**src/rtl/ecb_seq_pkg.sv**
```systemverilog
// Shared types and helpers for the frame sequencer: FSM states, the key
// rotation function and the row-index width derivation.
package ecb_seq_pkg;

    typedef enum logic [1:0] {
        IDLE  = 2'd0,
        RUN   = 2'd1,
        DRAIN = 2'd2
    } state_t;

    // Widest key the rotation helper supports; callers truncate the result.
    localparam int MAX_BLOCK = 64;

    function automatic int row_idx_w(input int vsize);
        return (vsize < 2) ? 1 : $clog2(vsize);
    endfunction

    // Rotate the low 'width' bits of key left by amt (amt < width).
    function automatic logic [MAX_BLOCK-1:0] rotl(input logic [MAX_BLOCK-1:0] key,
                                                  input int amt,
                                                  input int width);
        logic [MAX_BLOCK-1:0] r;
        int j;
        r = '0;
        for (int i = 0; i < MAX_BLOCK; i++) begin
            if (i < width) begin
                j = i + amt;
                if (j >= width) j = j - width;
                r[j] = key[i];
            end
        end
        return r;
    endfunction

endpackage

```
**src/rtl/ecb_row_xor.sv**
```systemverilog
// Combinational row cipher: XORs a row with the key repeated across its width.
module ecb_row_xor #(
    parameter int BLOCK_SIZE = 32,
    parameter int HSIZE      = 768
) (
    input  logic [HSIZE-1:0]      i_row,
    input  logic [BLOCK_SIZE-1:0] i_ekey,
    output logic [HSIZE-1:0]      o_row
);

    // The last key copy is simply cut short when HSIZE is not a key multiple.
    for (genvar i = 0; i < HSIZE; i++) begin : g_bit
        assign o_row[i] = i_row[i] ^ i_ekey[i % BLOCK_SIZE];
    end

endmodule

```
**src/rtl/ecb_frame_sequencer.sv**
```systemverilog
// Frame-level sequencer around the keyed row XOR: latches the key per frame,
// optionally rotates it per row, tags rows with their index and flags done.
//
// state | meaning
// IDLE  | waiting for start; no input accepted
// RUN   | accepting rows through the single output register stage
// DRAIN | last row accepted; waiting for it to leave the output register
module ecb_frame_sequencer
    import ecb_seq_pkg::*;
#(
    parameter  int BLOCK_SIZE = 32,
    parameter  int HSIZE      = 768,
    parameter  int VSIZE      = 256,
    localparam int ROW_IDX_W  = row_idx_w(VSIZE)
) (
    input  logic                  i_clk,
    input  logic                  i_rst,
    input  logic                  i_start,
    input  logic [BLOCK_SIZE-1:0] i_key,
    input  logic                  i_key_rot,
    input  logic                  i_in_valid,
    output logic                  o_in_ready,
    input  logic [HSIZE-1:0]      i_in_row,
    output logic                  o_out_valid,
    input  logic                  i_out_ready,
    output logic [HSIZE-1:0]      o_out_row,
    output logic [ROW_IDX_W-1:0]  o_out_idx,
    output logic                  o_out_last,
    output logic                  o_busy,
    output logic                  o_done
);

    state_t                r_state;
    logic [BLOCK_SIZE-1:0] r_key;
    logic                  r_rot;
    logic [ROW_IDX_W-1:0]  r_row_cnt;
    logic                  r_out_valid;
    logic [HSIZE-1:0]      r_out_row;
    logic [ROW_IDX_W-1:0]  r_out_idx;
    logic                  r_out_last;
    logic                  r_done;

    logic                  w_in_ready;
    logic                  w_in_fire;
    logic                  w_out_fire;
    logic                  w_last_in;
    int                    w_rot_amt;
    logic [BLOCK_SIZE-1:0] w_ekey;
    logic [HSIZE-1:0]      w_xor_row;

    always_comb begin
        w_rot_amt = int'(32'(r_row_cnt) % BLOCK_SIZE);
        w_ekey    = r_rot ? BLOCK_SIZE'(rotl(MAX_BLOCK'(r_key), w_rot_amt, BLOCK_SIZE))
                          : r_key;
    end

    ecb_row_xor #(
        .BLOCK_SIZE (BLOCK_SIZE),
        .HSIZE      (HSIZE)
    ) u_row_xor (
        .i_row  (i_in_row),
        .i_ekey (w_ekey),
        .o_row  (w_xor_row)
    );

    // Accept when the output register is empty or being emptied this cycle.
    assign w_in_ready = (r_state == RUN) && (!r_out_valid || i_out_ready);
    assign w_in_fire  = i_in_valid && w_in_ready;
    assign w_out_fire = r_out_valid && i_out_ready;
    assign w_last_in  = (r_row_cnt == ROW_IDX_W'(VSIZE - 1));

    always_ff @(posedge i_clk) begin
        if (i_rst) begin
            r_state     <= IDLE;
            r_key       <= '0;
            r_rot       <= 1'b0;
            r_row_cnt   <= '0;
            r_out_valid <= 1'b0;
            r_out_row   <= '0;
            r_out_idx   <= '0;
            r_out_last  <= 1'b0;
            r_done      <= 1'b0;
        end else begin
            r_done <= 1'b0;
            unique case (r_state)
                IDLE: begin
                    if (i_start) begin
                        r_key     <= i_key;
                        r_rot     <= i_key_rot;
                        r_row_cnt <= '0;
                        r_state   <= RUN;
                    end
                end
                RUN: begin
                    if (w_in_fire) begin
                        r_out_row   <= w_xor_row;
                        r_out_idx   <= r_row_cnt;
                        r_out_last  <= w_last_in;
                        r_out_valid <= 1'b1;
                        r_row_cnt   <= r_row_cnt + 1'b1;
                        if (w_last_in) r_state <= DRAIN;
                    end else if (w_out_fire) begin
                        r_out_valid <= 1'b0;
                    end
                end
                DRAIN: begin
                    if (w_out_fire) begin
                        r_out_valid <= 1'b0;
                        if (r_out_last) begin
                            r_state <= IDLE;
                            r_done  <= 1'b1;
                        end
                    end
                end
                default: r_state <= IDLE;
            endcase
        end
    end

    assign o_in_ready  = w_in_ready;
    assign o_out_valid = r_out_valid;
    assign o_out_row   = r_out_row;
    assign o_out_idx   = r_out_idx;
    assign o_out_last  = r_out_last;
    assign o_busy      = (r_state != IDLE);
    assign o_done      = r_done;

endmodule

```
**config.mk**
```make
export PLATFORM = sky130hd
export DESIGN_NAME = ecb_frame_sequencer
export DESIGN_NICKNAME = d
export VERILOG_FILES = /design/src/rtl/ecb_seq_pkg.sv /design/src/rtl/ecb_row_xor.sv /design/src/rtl/ecb_frame_sequencer.sv
export SDC_FILE = /design/constraint.sdc
export NUM_CORES = 2
export LEC_CHECK = 0
export ABC_AREA = 1
export CAP_MARGIN = 20
export CELL_PAD_IN_SITES_DETAIL_PLACEMENT = 2
export CELL_PAD_IN_SITES_GLOBAL_PLACEMENT = 2
export CORE_AREA = 2 2 626 628
export CTS_CLUSTER_DIAMETER = 150
export DETAILED_ROUTE_END_ITERATION = 7
export DIE_AREA = 0 0 628 630
export HOLD_SLACK_MARGIN = 0.12
export PLACE_DENSITY_LB_ADDON = 0.1
export SETUP_SLACK_MARGIN = 0.05
export SLEW_MARGIN = 25
export SYNTH_ARGS = -nofsm -noshare
export SYNTH_HDL_FRONTEND = slang
export SYNTH_HIERARCHICAL = 1
export SYNTH_SLANG_ARGS = --single-unit
```
**constraint.sdc**
```tcl
create_clock -name i_clk -period 7.5 [get_ports i_clk]
set_clock_uncertainty 0.05 [all_clocks]
set_input_delay 1.125 -clock i_clk [delete_from_list [all_inputs] [get_ports i_clk]]
set_output_delay 1.125 -clock i_clk [all_outputs]
set_load 0.01 [all_outputs]
```
==> metrics.txt <==
Slew headroom between 10% and 20%; vias 77512; CTS tree done; most common cell after layout, fill and taps aside nand2_1; Critical R2R Capture o_out_row[599]; Slowest Stage Delay on Critical Path ~0.73 ns; Std-Cell Rows 229; share of total power in the clock network between 20 and 25%; worst r2r path cells 43; hold depth 2; final hold vios 0; origin of the critical flop-to-flop path r_row_cnt[2]; Final nets 12822; Net Sw Frac between 50% and 60%; number of routed nets with antenna violations 0; status finished, final reports clean; # port buffers around 1600; max-cap violations 0; Die Width 628 um; core area just under 400000 um^2; Pint between 10000 and 15000 uW; PnR worst setup slack 0.613 ns; post-route setup TNS 0 ns; CTS max path bufs 4; area of the multi-input gates roughly 33000 um^2; setup violators final 0; GRT Total Usage slightly below 30%; drt via density approximately 4.5; worst skew pair latency between 0.8 and 0.9 ns; vias in the first global route 79431; crit share post-route 91.8%; # IOs ~1600; Ys Warns 6; sequential cell area fraction in the yosys report roughly 28%; Power Density approximately 380 nW/um^2; CP endpoint kind flop; register area about 16000 um^2; Initial Util approximately 15%; pre-CTS WS roughly 0.55 ns; FF-to-FF setup slack ~0.61 ns; mapped cell area 59100 um^2; HP Class flop to flop; Root Buffer clkbuf_16; first-pass GRT wire length between 700 and 800 mm; die height around 630 um; minimum clock period 6.89 ns; Peak VDD IR 168 uV; DR pass1 iterations 5; Achievable Freq approximately 0.15 GHz; DR WL/cell around 34 um; highest-count cells in the layout ignoring fill and taps 4645 x nand2_1, 1585 x clkdlybuf4s50_1, 1380 x inv_1, 1138 x a21oi_1, 796 x dfxtp_1; Syn Nets roughly 11000; fillers about 47000; worst-path fanout max 24; Placer Congestion about 0.96; mean post-synth cell area roughly 5.6 um^2; grt ovf 0; Req. time, crit path 8.20 ns; clock sink count a little over 800; Routed WL 595 mm; share of power burned in registers ~18%; hold endpoint o_out_row[626]; Pleak 0.0374 uW; #FFs+latches synth just over 800; Arr. time, crit path 7.58 ns; Worst Path Class, Setup flop to flop; final slew viol count 0; CP startpoint kind flop; crit path max-delay cell type buf_4; total CTS buffers 137; Area growth syn-to-layout 45.0%; Hold Path Origin o_out_row[626]; RSZ-0062 raised after global routing no; combinational power share around 62%; Post-Syn Instances around 11000; largest net degree at the start of global routing roughly 150; H-tree depth 4; dpl hpwl between 400 and 500 mm; Die Footprint approximately 400000 um^2; initial DRC count around 5400; antenna violations before repair 256; Net Sw Power 18600 uW; CP dominant cell by count nand2_1; synth unique cells around 40; Worst-Margin Slew about 1.2 ns; drt drc 0; Worst-path clk slew about 0.050 ns; share of layout cells above drive strength 1 a little under an eighth
worst max-delay path by stage:
stage	from	to	slack [ns]	depth (start not counted)
after CTS	r_row_cnt[0]	o_out_row[599]	0.52	37
after detailed placement	r_row_cnt[0]	o_out_row[661]	0.55	47
after global routing	r_row_cnt[2]	o_out_row[599]	0.26	43
after global placement	r_row_cnt[0]	o_out_row[599]	0.63	45
final	r_row_cnt[2]	o_out_row[599]	0.61	43
after floorplan	r_row_cnt[0]	o_out_row[143]	3.38	48
worst max-delay path: cells and delay by family, from the launching register on:
family	cells	cell delay (ns)
AO/OA/AOI/OAI	3	0.58
adder cells (fa/ha/maj)	1	0.24
buffers and inverters	5	1.64
flip-flops	1	0.54
AND/OR/NAND/NOR	34	3.67
Yosys cell counts (all sizes together):
| master | count | area (um^2) |
|---|---|---|
| nand2 | 5320 | 21600 |
| inv | 1510 | 5910 |
| a21oi | 1151 | 5770 |
| dfxtp | 822 | 16500 |
| nor2 | 483 | 1910 |
| clkbuf | 401 | 1510 |
| o21ai | 338 | 1700 |
| buf | 183 | 2370 |
| nand3 | 124 | 621 |
| a31oi | 49 | 307 |
| o22ai | 32 | 200 |
| ha | 23 | 288 |
| clkinv | 12 | 45.0 |
| xor2 | 12 | 135 |
| nand3b | 11 | 82.6 |
| nor3 | 9 | 50.1 |
| o21a | 7 | 52.6 |
| a211oi | 4 | 30.0 |
| a22oi | 3 | 22.5 |
| nand4 | 3 | 18.8 |
| o21bai | 2 | 15.0 |
| or2 | 2 | 12.5 |
| a21boi | 1 | 7.51 |
| nor3b | 1 | 7.51 |
| o211ai | 1 | 7.51 |
| o31ai | 1 | 7.51 |
| xnor2 | 1 | 16.3 |
what timing repair did:
action                                  4_1_cts  5_1_grt
hold buffers                                  0        0
endpoints found under the hold margin         0        0
buffers inserted                              0        0
endpoints found under the setup margin        0        1
gates resized for setup                       0        1
flip-flops by register name (all words and copies together) (netlist names):
signal and count:
r_state 2, o_out_idx 8, o_out_last 1, o_out_valid 1, o_done 1, r_row_cnt 8, r_rot 1, o_out_row 768
r_key 32
per-layer routing:
| metal | vias up | wire length [um] | GRT usage [%] | part of all wire, % |
|---|---|---|---|---|
| met5 | - | 398 | 0 | 0.067 |
| met4 | 58 | 28200 | 11.9 | 4.7 |
| met3 | 956 | 40100 | 7.02 | 6.7 |
| met2 | 2654 | 281000 | 49.3 | 47 |
| met1 | 39242 | 245000 | 34.8 | 41 |
| li1 | 34602 | - | - | - |
power groups by stage:
stage / clock network (uW) / registers [uW] / logic [uW]
after detailed placement: 0 / 5840 / 20500
final: 6660 / 5760 / 20500
after global routing: 7050 / 5830 / 21600
after global placement: 0 / 5820 / 20400
after CTS: 6930 / 5750 / 20600
after floorplan: 0 / 5800 / 9290
cell families after synthesis:
family / synth area share [%]
AO/OA/AOI/OAI: 13.7
XOR/XNOR: 0.256
adder cells (fa/ha/maj): 0.487
buffers and inverters: 16.6
flip-flops: 27.8
AND/OR/NAND/NOR: 41.1
stage by stage:
stage | area [um^2] | total power (uW) | hold WS, ns | instances | util [%]
floorplan | 59100 | 15100 | 0.402 | 10506 | -
global placement | 81200 | 26200 | 0.401 | 17051 | 20.9
detailed placement | 81200 | 26300 | 0.407 | 17051 | 20.9
CTS | 85700 | 33300 | 0.416 | 17289 | 22.1
global route | 85700 | 34500 | 0.429 | 17310 | 22.1
finish | 85800 | 32900 | 0.414 | 17342 | 22.1
final cells by class:
cell class / instances / area share [%]
clock buffers: 206 / 4.70
inverters: 1522 / 6.95
clock inverters: 32 / 0.456
well taps: 5197 / 7.58
multi-input cells: 7578 / 38.6
repair buffers: 1932 / 22.3
diodes: 53 / 0.155
flip-flops and latches: 822 / 19.2
Power figures use the tool's default switching activity.
